### src/rtl/sdram_arbit.sv
// ---------------------------------------------------------------------------
// sdram_arbit
//
// SDRAM command arbiter / scheduler. Holds the bus for the power-up init
// sequence, then shares the single SDRAM command/address/data bus between
// the auto-refresh, write and read requester modules. Refresh always wins;
// write and read alternate round-robin when both are asking.
//
// Optional feature (compile-time macro SDRAM_ARBIT_WDOG_EN):
//   Adds a watchdog that aborts a granted state (AREF/WRITE/READ) after
//   WDOG_CYCLES clocks without its done flag, returns to ARBIT and raises a
//   sticky wdog_err output. Without the macro the port and counter are absent
//   and granted states wait indefinitely for their done flag.
//
// Ports:
//   clk, rst                  clock, synchronous active-high reset
//   flag_init_end             init sequence complete (pulse or level)
//   init_cmd/init_addr        init command and address, driven in IDLE
//   ref_req, flag_ref_end     refresh request pulse, refresh done
//   ref_cmd/ref_addr          refresh command and address
//   ref_en                    one-cycle refresh grant pulse
//   wr_req, flag_wr_end       write request (level), write burst done
//   wr_cmd/wr_addr/wr_bank    write command, address, bank
//   wr_data                   write data, forwarded to the DQ pad in WRITE
//   wr_en                     one-cycle write grant pulse
//   rd_req, flag_rd_end       read request (level), read burst done
//   rd_cmd/rd_addr/rd_bank    read command, address, bank
//   rd_en                     one-cycle read grant pulse
//   sdram_cmd/addr/bank       muxed SDRAM command bus {cs_n,ras_n,cas_n,we_n}
//   sdram_dq_out/sdram_dq_oe  DQ output data and output enable
//   arb_state                 one-hot state for debug
//   wdog_err                  sticky watchdog error (macro builds only)
// ---------------------------------------------------------------------------
module sdram_arbit #(
  parameter int ADDR_W      = 12,
  parameter int DATA_W      = 16,
  parameter int WDOG_CYCLES = 1024
) (
  input  logic              clk,
  input  logic              rst,
  input  logic              flag_init_end,
  input  logic [3:0]        init_cmd,
  input  logic [ADDR_W-1:0] init_addr,
  input  logic              ref_req,
  input  logic              flag_ref_end,
  input  logic [3:0]        ref_cmd,
  input  logic [ADDR_W-1:0] ref_addr,
  output logic              ref_en,
  input  logic              wr_req,
  input  logic              flag_wr_end,
  input  logic [3:0]        wr_cmd,
  input  logic [ADDR_W-1:0] wr_addr,
  input  logic [1:0]        wr_bank,
  input  logic [DATA_W-1:0] wr_data,
  output logic              wr_en,
  input  logic              rd_req,
  input  logic              flag_rd_end,
  input  logic [3:0]        rd_cmd,
  input  logic [ADDR_W-1:0] rd_addr,
  input  logic [1:0]        rd_bank,
  output logic              rd_en,
  output logic [3:0]        sdram_cmd,
  output logic [ADDR_W-1:0] sdram_addr,
  output logic [1:0]        sdram_bank,
  output logic [DATA_W-1:0] sdram_dq_out,
  output logic              sdram_dq_oe,
  output logic [4:0]        arb_state
`ifdef SDRAM_ARBIT_WDOG_EN
  ,
  output logic              wdog_err
`endif
);

  // One-hot state encodings
  localparam logic [4:0] IDLE  = 5'b00001;
  localparam logic [4:0] ARBIT = 5'b00010;
  localparam logic [4:0] AREF  = 5'b00100;
  localparam logic [4:0] WRITE = 5'b01000;
  localparam logic [4:0] READ  = 5'b10000;

  // Which of write/read was granted most recently
  localparam logic LAST_WR = 1'b0;
  localparam logic LAST_RD = 1'b1;

  localparam logic [3:0] CMD_NOP = 4'b0111;

  logic [4:0] state_r;
  logic [4:0] state_nxt_s;
  logic       last_rw_r;
  logic       last_rw_nxt_s;
  logic       ref_pend_r;
  logic       ref_pend_nxt_s;
  logic       ref_en_r;
  logic       wr_en_r;
  logic       rd_en_r;
  logic       ref_en_nxt_s;
  logic       wr_en_nxt_s;
  logic       rd_en_nxt_s;
  logic       wdog_trip_s;

`ifdef SDRAM_ARBIT_WDOG_EN
  localparam int WDOG_W = (WDOG_CYCLES > 1) ? $clog2(WDOG_CYCLES) : 1;

  logic [WDOG_W-1:0] wdog_cnt_r;
  logic              wdog_err_r;
  logic              granted_s;

  assign granted_s   = (state_r == AREF) || (state_r == WRITE) || (state_r == READ);
  // Count runs 0..WDOG_CYCLES-1 over the granted state's cycles; the trip
  // edge is therefore the end of the WDOG_CYCLES-th cycle in that state.
  assign wdog_trip_s = granted_s && (wdog_cnt_r == WDOG_W'(WDOG_CYCLES - 1));

  // Watchdog counter: runs in granted states, clears on every state entry
  always_ff @(posedge clk) begin
    if (rst) begin
      wdog_cnt_r <= {WDOG_W{1'b0}};
    end else if (state_nxt_s != state_r) begin
      wdog_cnt_r <= {WDOG_W{1'b0}};
    end else if (granted_s) begin
      wdog_cnt_r <= wdog_cnt_r + WDOG_W'(1);
    end else begin
      wdog_cnt_r <= {WDOG_W{1'b0}};
    end
  end

  // Sticky watchdog error flag; only rst clears it
  always_ff @(posedge clk) begin
    if (rst) begin
      wdog_err_r <= 1'b0;
    end else if (wdog_trip_s && (state_nxt_s == ARBIT)) begin
      wdog_err_r <= 1'b1;
    end else begin
      wdog_err_r <= wdog_err_r;
    end
  end

  assign wdog_err = wdog_err_r;
`else
  assign wdog_trip_s = 1'b0;
`endif

  // Next-state, grant and refresh-pending decision logic
  always_comb begin
    state_nxt_s   = state_r;
    last_rw_nxt_s = last_rw_r;
    ref_en_nxt_s  = 1'b0;
    wr_en_nxt_s   = 1'b0;
    rd_en_nxt_s   = 1'b0;
    // Refresh pulses are remembered everywhere except IDLE
    if ((state_r != IDLE) && ref_req) begin
      ref_pend_nxt_s = 1'b1;
    end else begin
      ref_pend_nxt_s = ref_pend_r;
    end

    case (state_r)
      IDLE: begin
        if (flag_init_end) begin
          state_nxt_s = ARBIT;
        end else begin
          state_nxt_s = IDLE;
        end
      end
      ARBIT: begin
        if (ref_pend_r) begin
          state_nxt_s    = AREF;
          ref_en_nxt_s   = 1'b1;
          // A new pulse on the grant edge must not be lost
          ref_pend_nxt_s = ref_req;
        end else if (ref_req) begin
          // Pending bit is set this edge; hold the bus so write/read cannot
          // slip in ahead of the refresh.
          state_nxt_s = ARBIT;
        end else if (wr_req && rd_req) begin
          if (last_rw_r == LAST_RD) begin
            state_nxt_s   = WRITE;
            wr_en_nxt_s   = 1'b1;
            last_rw_nxt_s = LAST_WR;
          end else begin
            state_nxt_s   = READ;
            rd_en_nxt_s   = 1'b1;
            last_rw_nxt_s = LAST_RD;
          end
        end else if (wr_req) begin
          state_nxt_s   = WRITE;
          wr_en_nxt_s   = 1'b1;
          last_rw_nxt_s = LAST_WR;
        end else if (rd_req) begin
          state_nxt_s   = READ;
          rd_en_nxt_s   = 1'b1;
          last_rw_nxt_s = LAST_RD;
        end else begin
          state_nxt_s = ARBIT;
        end
      end
      AREF: begin
        if (flag_ref_end || wdog_trip_s) begin
          state_nxt_s = ARBIT;
        end else begin
          state_nxt_s = AREF;
        end
      end
      WRITE: begin
        if (flag_wr_end || wdog_trip_s) begin
          state_nxt_s = ARBIT;
        end else begin
          state_nxt_s = WRITE;
        end
      end
      READ: begin
        if (flag_rd_end || wdog_trip_s) begin
          state_nxt_s = ARBIT;
        end else begin
          state_nxt_s = READ;
        end
      end
      default: begin
        // Any non one-hot encoding falls back to IDLE
        state_nxt_s = IDLE;
      end
    endcase
  end

  // State, arbitration history and grant pulse registers
  always_ff @(posedge clk) begin
    if (rst) begin
      state_r    <= IDLE;
      last_rw_r  <= LAST_RD;
      ref_pend_r <= 1'b0;
      ref_en_r   <= 1'b0;
      wr_en_r    <= 1'b0;
      rd_en_r    <= 1'b0;
    end else begin
      state_r    <= state_nxt_s;
      last_rw_r  <= last_rw_nxt_s;
      ref_pend_r <= ref_pend_nxt_s;
      ref_en_r   <= ref_en_nxt_s;
      wr_en_r    <= wr_en_nxt_s;
      rd_en_r    <= rd_en_nxt_s;
    end
  end

  assign ref_en    = ref_en_r;
  assign wr_en     = wr_en_r;
  assign rd_en     = rd_en_r;
  assign arb_state = state_r;

  // SDRAM bus mux selected by the current state
  always_comb begin
    sdram_cmd    = CMD_NOP;
    sdram_addr   = {ADDR_W{1'b0}};
    sdram_bank   = 2'b00;
    sdram_dq_out = {DATA_W{1'b0}};
    sdram_dq_oe  = 1'b0;
    case (state_r)
      IDLE: begin
        sdram_cmd  = init_cmd;
        sdram_addr = init_addr;
      end
      AREF: begin
        sdram_cmd  = ref_cmd;
        sdram_addr = ref_addr;
      end
      WRITE: begin
        sdram_cmd    = wr_cmd;
        sdram_addr   = wr_addr;
        sdram_bank   = wr_bank;
        sdram_dq_out = wr_data;
        sdram_dq_oe  = 1'b1;
      end
      READ: begin
        sdram_cmd  = rd_cmd;
        sdram_addr = rd_addr;
        sdram_bank = rd_bank;
      end
      default: begin
        sdram_cmd = CMD_NOP;
      end
    endcase
  end

endmodule

### config.mk
export PLATFORM = sky130hd
export DESIGN_NAME = sdram_arbit
export DESIGN_NICKNAME = d
export VERILOG_FILES = /design/src/rtl/sdram_arbit.sv
export SDC_FILE = /design/constraint.sdc
export NUM_CORES = 1
export LEC_CHECK = 0
export ABC_AREA = 1
export ABC_CLOCK_PERIOD_IN_PS = 1900
export BUFFER_PORTS_ARGS = -buffer_cell sky130_fd_sc_hd__buf_2
export CORE_AREA = 2 2 71 56
export CTS_CLUSTER_SIZE = 10
export DETAILED_ROUTE_END_ITERATION = 10
export DIE_AREA = 0 0 73 58
export PLACE_DENSITY_LB_ADDON = 0.3
export SYNTH_ARGS = -nofsm -noshare
export SYNTH_HDL_FRONTEND = slang
export SYNTH_SLANG_ARGS = --single-unit
### constraint.sdc
create_clock -name clk -period 1.9 [get_ports clk]
set_clock_uncertainty 0.2 [all_clocks]
set_input_delay 0.285 -clock clk [delete_from_list [all_inputs] [get_ports clk]]
set_output_delay 0.285 -clock clk [all_outputs]
set_load 0.01 [all_outputs]
* Word level (Yosys, flattened, before mapping)
Cells that the tools add are included.
** Storage, ports and cells
- Output and inout bits :: 43
- Input bits :: 93
- Flip-flop bits (word level) :: 10
** Operators by class
- Equality and inequality tests :: 6
- Reduce and logical (&&, ||, !) cells :: 6
- Mux-type cells :: 30
- Bitwise operators :: 3
** Operators with widths (number)
- $pmux W12 S4 :: 1
- $mux W5 :: 7
- $pmux W5 S5 :: 1
- $mux W16 :: 1
- $pmux W4 S4 :: 1
- $mux W1 :: 15
- $eq A5 B1 Y1 const B :: 1
- $eq A5 B2 Y1 const B :: 1
- $eq A5 B3 Y1 const B :: 1
- $eq A5 B4 Y1 const B :: 1
- $eq A5 B5 Y1 const B :: 1
- $ne A5 B1 Y1 const B :: 1
- $mux W4 :: 1
- $pmux W2 S2 :: 1
- $reduce_and A4 Y1 :: 1
- $reduce_or A4 Y1 :: 1
- $mux W3 :: 1
- $not A1 Y1 :: 3
- $reduce_bool A3 Y1 :: 1
- $logic_and A1 B1 Y1 :: 2
- $mux W2 :: 1
- $reduce_or A2 Y1 :: 1

* Longest topological paths before layout
- Depth in word-level cells :: 6
- Gate-level depth with buffers :: 8
- Depth with buffers taken out :: 8

* Worst setup path before layout
OpenSTA, ideal clock, no wires.
- Path kind :: register -> output
- Start point :: register state_r[1] (netlist: arb_state[1])
- End point :: output sdram_addr[10]
- Buffers on the path :: 1
- Arrival :: 1.193 ns
- Cell stages (with the launch flop) :: 5
- Slack :: 0.222 ns
- Required time :: 1.415 ns
- Cell sequence :: dfxtp_1 -> nor2_4 -> nand3_2 -> buf_6 -> o2111ai_1
** Between the ends
- Cells in the longest elaborated chain, start to end :: 2
- Elaborated cells on any way between the ends :: 5
** Ends and longest elaborated chain
- start, declared :: RTL line 87 : logic [4:0] state_r;
- start signal, assigned :: RTL line 234 : state_r <= state_nxt_s;
- $eq A5 B5 Y1 (tied with other cells) :: RTL line 255 : case (state_r)
- $pmux W12 S4 (*) :: RTL line 255
- end, declared :: RTL line 63 : output logic [ADDR_W-1:0] sdram_addr,
Every way passes the cells marked *; elsewhere a longest branch is shown, timed or not.

* Final worst setup path
- Start point :: register state_r[0] (netlist: arb_state[0])
- End point :: output sdram_addr[11]
Same word-level chain as after synthesis.

==> results.md <==
Logic synthesis:
- Synthesis produced a netlist whose cell count is 196.
- The number of nets in the synthesized netlist is 289.
- The synthesis warning total is 0.
- The fraction of the yosys area taken by sequential cells is 17.58%.
- The synthesized design contains 10 register bits.
- The mapped netlist covers 1139 um2.
- The post-synthesis cell type count is 24.
- A synthesized cell averages 5.809 um2.

Placed design:
- During placement, the flow inserted port buffers numbering 135.
- Routability-driven placement finished with a final weighted congestion of 0.8356.
- At the placement stage, the worst setup path has a slack of 0.05565 ns.
- The half-perimeter wire length after detailed placement is 3.375 mm.
- The placed instances occupy a cell area of 1859 um2.

Detailed routing:
- Detailed routing placed a total of 298 um of wire on met3.
- For this block, wires on met1 add up to 1.837 mm.
- The number of nets with antenna violations after detailed routing is 0.
- The first detailed-routing pass ran for 4 iterations.
- After the first detailed-routing iteration, the DRC count stood at 48.
- Dividing the detail-routed wire length by the instance count gives 11.50 um.
- After detailed routing, the number of vias per cell comes to 4.522.
- The detailed-route via count is 1741.
- The routed length on met2 is 2.289 mm.
- The highest metal layer carrying signal wires in the routed design is met3.
- For this run, design rule violations remaining after detail routing come to 0.
- After detailed routing, the total wire length is 4.426 mm.

GRT:
- The total track usage is 20.15%.
- The total global routing overflow is 0.
- The number of antenna violations at the first check in global routing is 0.
- Entering global routing, the biggest net connects 17 pins.
- The first-pass GRT wire length is 6.872 mm.
- The via count of the first global-routing pass was 1573.

Final layout:
- The layout overhead on the synthesized area is 79.45%.
- The fraction of final layout cells with drive strength greater than 1 is 51.31%.
- The finished cells cover 2043 um2.
- For this run, the post-layout net count is 438.
- The library cells used most frequently in the layout, excluding fill and tap cells, are buf_2 (135), nand2_1 (61), inv_1 (38).
- The library cell used most frequently in the layout, excluding fill and tap cells, is buf_2.
- The number of filler instances in the final layout is 347.
- Measured on the finished design, the core utilization comes to 57.68%.
- The number of antenna diodes in the final layout is 0.

Timing:
- The number of setup violations in the final report is 34.
- In this run the tightest slew margin relative to its limit is 83.37%.
- The measured slew at the worst slew-check pin is 0.2487 ns.
- The final critical-path required period is 1.963 ns.
- The hold violation total from the final report is 0.
- After layout, the worst setup slack is -0.06296 ns.
- The fraction of the cycle the final worst path needs is 103.3%.
- Setup repair after global routing could not meet its margin everywhere.
- The final number of max-transition violations is 0.
- Hold is met by 0.08878 ns.
- Static timing analysis puts the maximum clock frequency at 509.4 MHz.

Clock network:
- The number of buffers created by CTS is 3.
- TritonCTS built the clock tree.
- The hold buffer count at cts is 0.
- The depth of the CTS H-tree is 1.
- At the later pin of the worst-skew pair, clock insertion delay measures 0.23 ns.
- Counting every sink on the clock net gives 10.
- CTS placed an instance of clkbuf_8 at the clock tree root.
- The clock slew seen by the registers of the worst setup and hold paths is 0.05 ns.
- Counting along the longest clock path gives a buffer depth of 2.

Setup path:
- The critical path in this run is classified as reg2out.
- Of all nets on the critical path, the largest fanout is 9.
- Data arrives at the worst endpoint at 1.48 ns.
- Walking the worst path, the cells encountered are nor2_4 -> buf_4 -> nand3_4 -> inv_4 -> nand2_1 -> o2111ai_1 -> buf_2.
- The required arrival time at the worst endpoint is 1.41 ns.
- The sort of element at the start of the critical path is a flop.
- STA classifies the critical path endpoint as an output pin.
- For this design, the slowest cell found on the critical path is dfxtp_2.
- The peak per-stage delay on the critical path is 0.33 ns.

Die:
- The number of placement rows is 19.
- The placeable core area is 3542 um2.
- The initial utilization of the core area, before any placement, comes to 32.14%.
- The top-level port count is 136.
- From bottom edge to top edge, the die measures 58 um.
- The overall die width is 73 um.
- The overall die area is 4234 um2.

Status:
- The run finished, with violations left.
- The final reports fail on negative setup slack.

Pwr:
- The analysis attributes to cell leakage a power of 1.262 nW.
- The worst-case vdd ir drop is 0.0004577 V.
- For this design the ratio of total power to cell area is 387.6 nW/um2.

Worst hold path:
- The type of the tightest min-delay check is in2reg.

Job:
- The max-capacitance violation count is 0.
cells by family (layout without fill, tap and decap cells):
group	count (synthesis)	count (layout)	synth area share, %
AO/OA/AOI/OAI	26	26	16.92
buffers and inverters	49	196	19.34
AND/OR/NAND/NOR	111	111	46.15
flip-flops	10	10	17.58
cell usage after synthesis:
cell,count,area share [%]
inv_1,39,13
nor2_4,3,3.0
nand3_1,6,2.6
o21a_1,1,0.66
o2111ai_1,13,10
nand2_1,61,20
nand4_4,1,1.9
nand3b_1,1,0.66
nor2_2,2,1.1
buf_2,1,0.44
nand3_2,3,2.6
o21ai_0,5,2.2
a22o_1,2,1.5
o32ai_1,1,0.77
or2_2,1,0.55
dfxtp_1,10,18
or2_1,2,1.1
a21oi_1,4,1.8
inv_4,2,1.1
nand4_1,5,2.7
buf_6,4,4.0
inv_2,3,0.99
nand3_4,1,1.5
nor2_1,25,8.2
critical path, delay by kind of cell (launching register included):
family                 cells  cell delay (ns)
AND/OR/NAND/NOR            3             0.38
flip-flops                 1             0.33
buffers and inverters      3             0.46
AO/OA/AOI/OAI              1             0.08
registers in the layout, summed over array words and instances, names as in the netlist:
| signal | flops |
|---|---|
| last_rw_r | 1 |
| ref_en | 1 |
| ref_pend_r | 1 |
| arb_state | 5 |
| rd_en | 1 |
| wr_en | 1 |
through the flow:
stage	TNS, ns	cells	power (mW)
after global routing	-3.659	385	0.8480
after floorplan	0	196	0.3921
after detailed placement	0	372	0.5560
after CTS	-1.492	385	0.7975
after global placement	0	372	0.5528
final	-0.9204	385	0.7919
report_power, final:
| group | total, mW | internal (mW) | switching, mW |
|---|---|---|---|
| registers | 0.230 | 0.220 | 0.0102 |
| logic | 0.348 | 0.172 | 0.176 |
| clock network | 0.214 | 0.138 | 0.0759 |
layout make-up:
| type | instances | area, um2 | share of cell area, % |
|---|---|---|---|
| inverter | 44 | 182.7 | 8.941 |
| tap | 42 | 52.55 | 2.572 |
| multi-input combinational | 137 | 745.7 | 36.50 |
| clock buffer | 3 | 41.29 | 2.021 |
| timing repair inverter | 2 | 10.01 | 0.4899 |
| sequential | 10 | 209.0 | 10.23 |
| timing repair buffer | 147 | 802.0 | 39.25 |
what timing repair did:
| action | in CTS | in global routing |
|---|---|---|
| resized for setup | 19 | 1 |
| gates cloned | 3 | 0 |
| pin swaps | 4 | 0 |
| buffers inserted | 7 | 0 |
| endpoints found under the hold margin | 0 | 0 |
| endpoints found under the setup margin | 21 | 34 |
per-layer routing:
metal	vias to the layer above	track usage [%]
met4	0	2.116
met5	-	0
met2	69	38.61
met1	753	23.01
li1	919	-
met3	0	5.217
path summary, 6_finish.rpt:
check	from	end	slack, ns	depth (start not counted)
setup / recovery	arb_state[0]$_SDFF_PP1_	sdram_addr[11]	-0.06	7
hold reg to reg	last_rw_r$_SDFFE_PP1P_	last_rw_r$_SDFFE_PP1P_	0.28	2
setup reg to reg	arb_state[0]$_SDFF_PP1_	arb_state[3]$_SDFF_PP0_	0.34	6
hold / removal	flag_ref_end	arb_state[2]$_SDFF_PP0_	0.09	2
No activity file was read; power rests on OpenSTA's default activity.
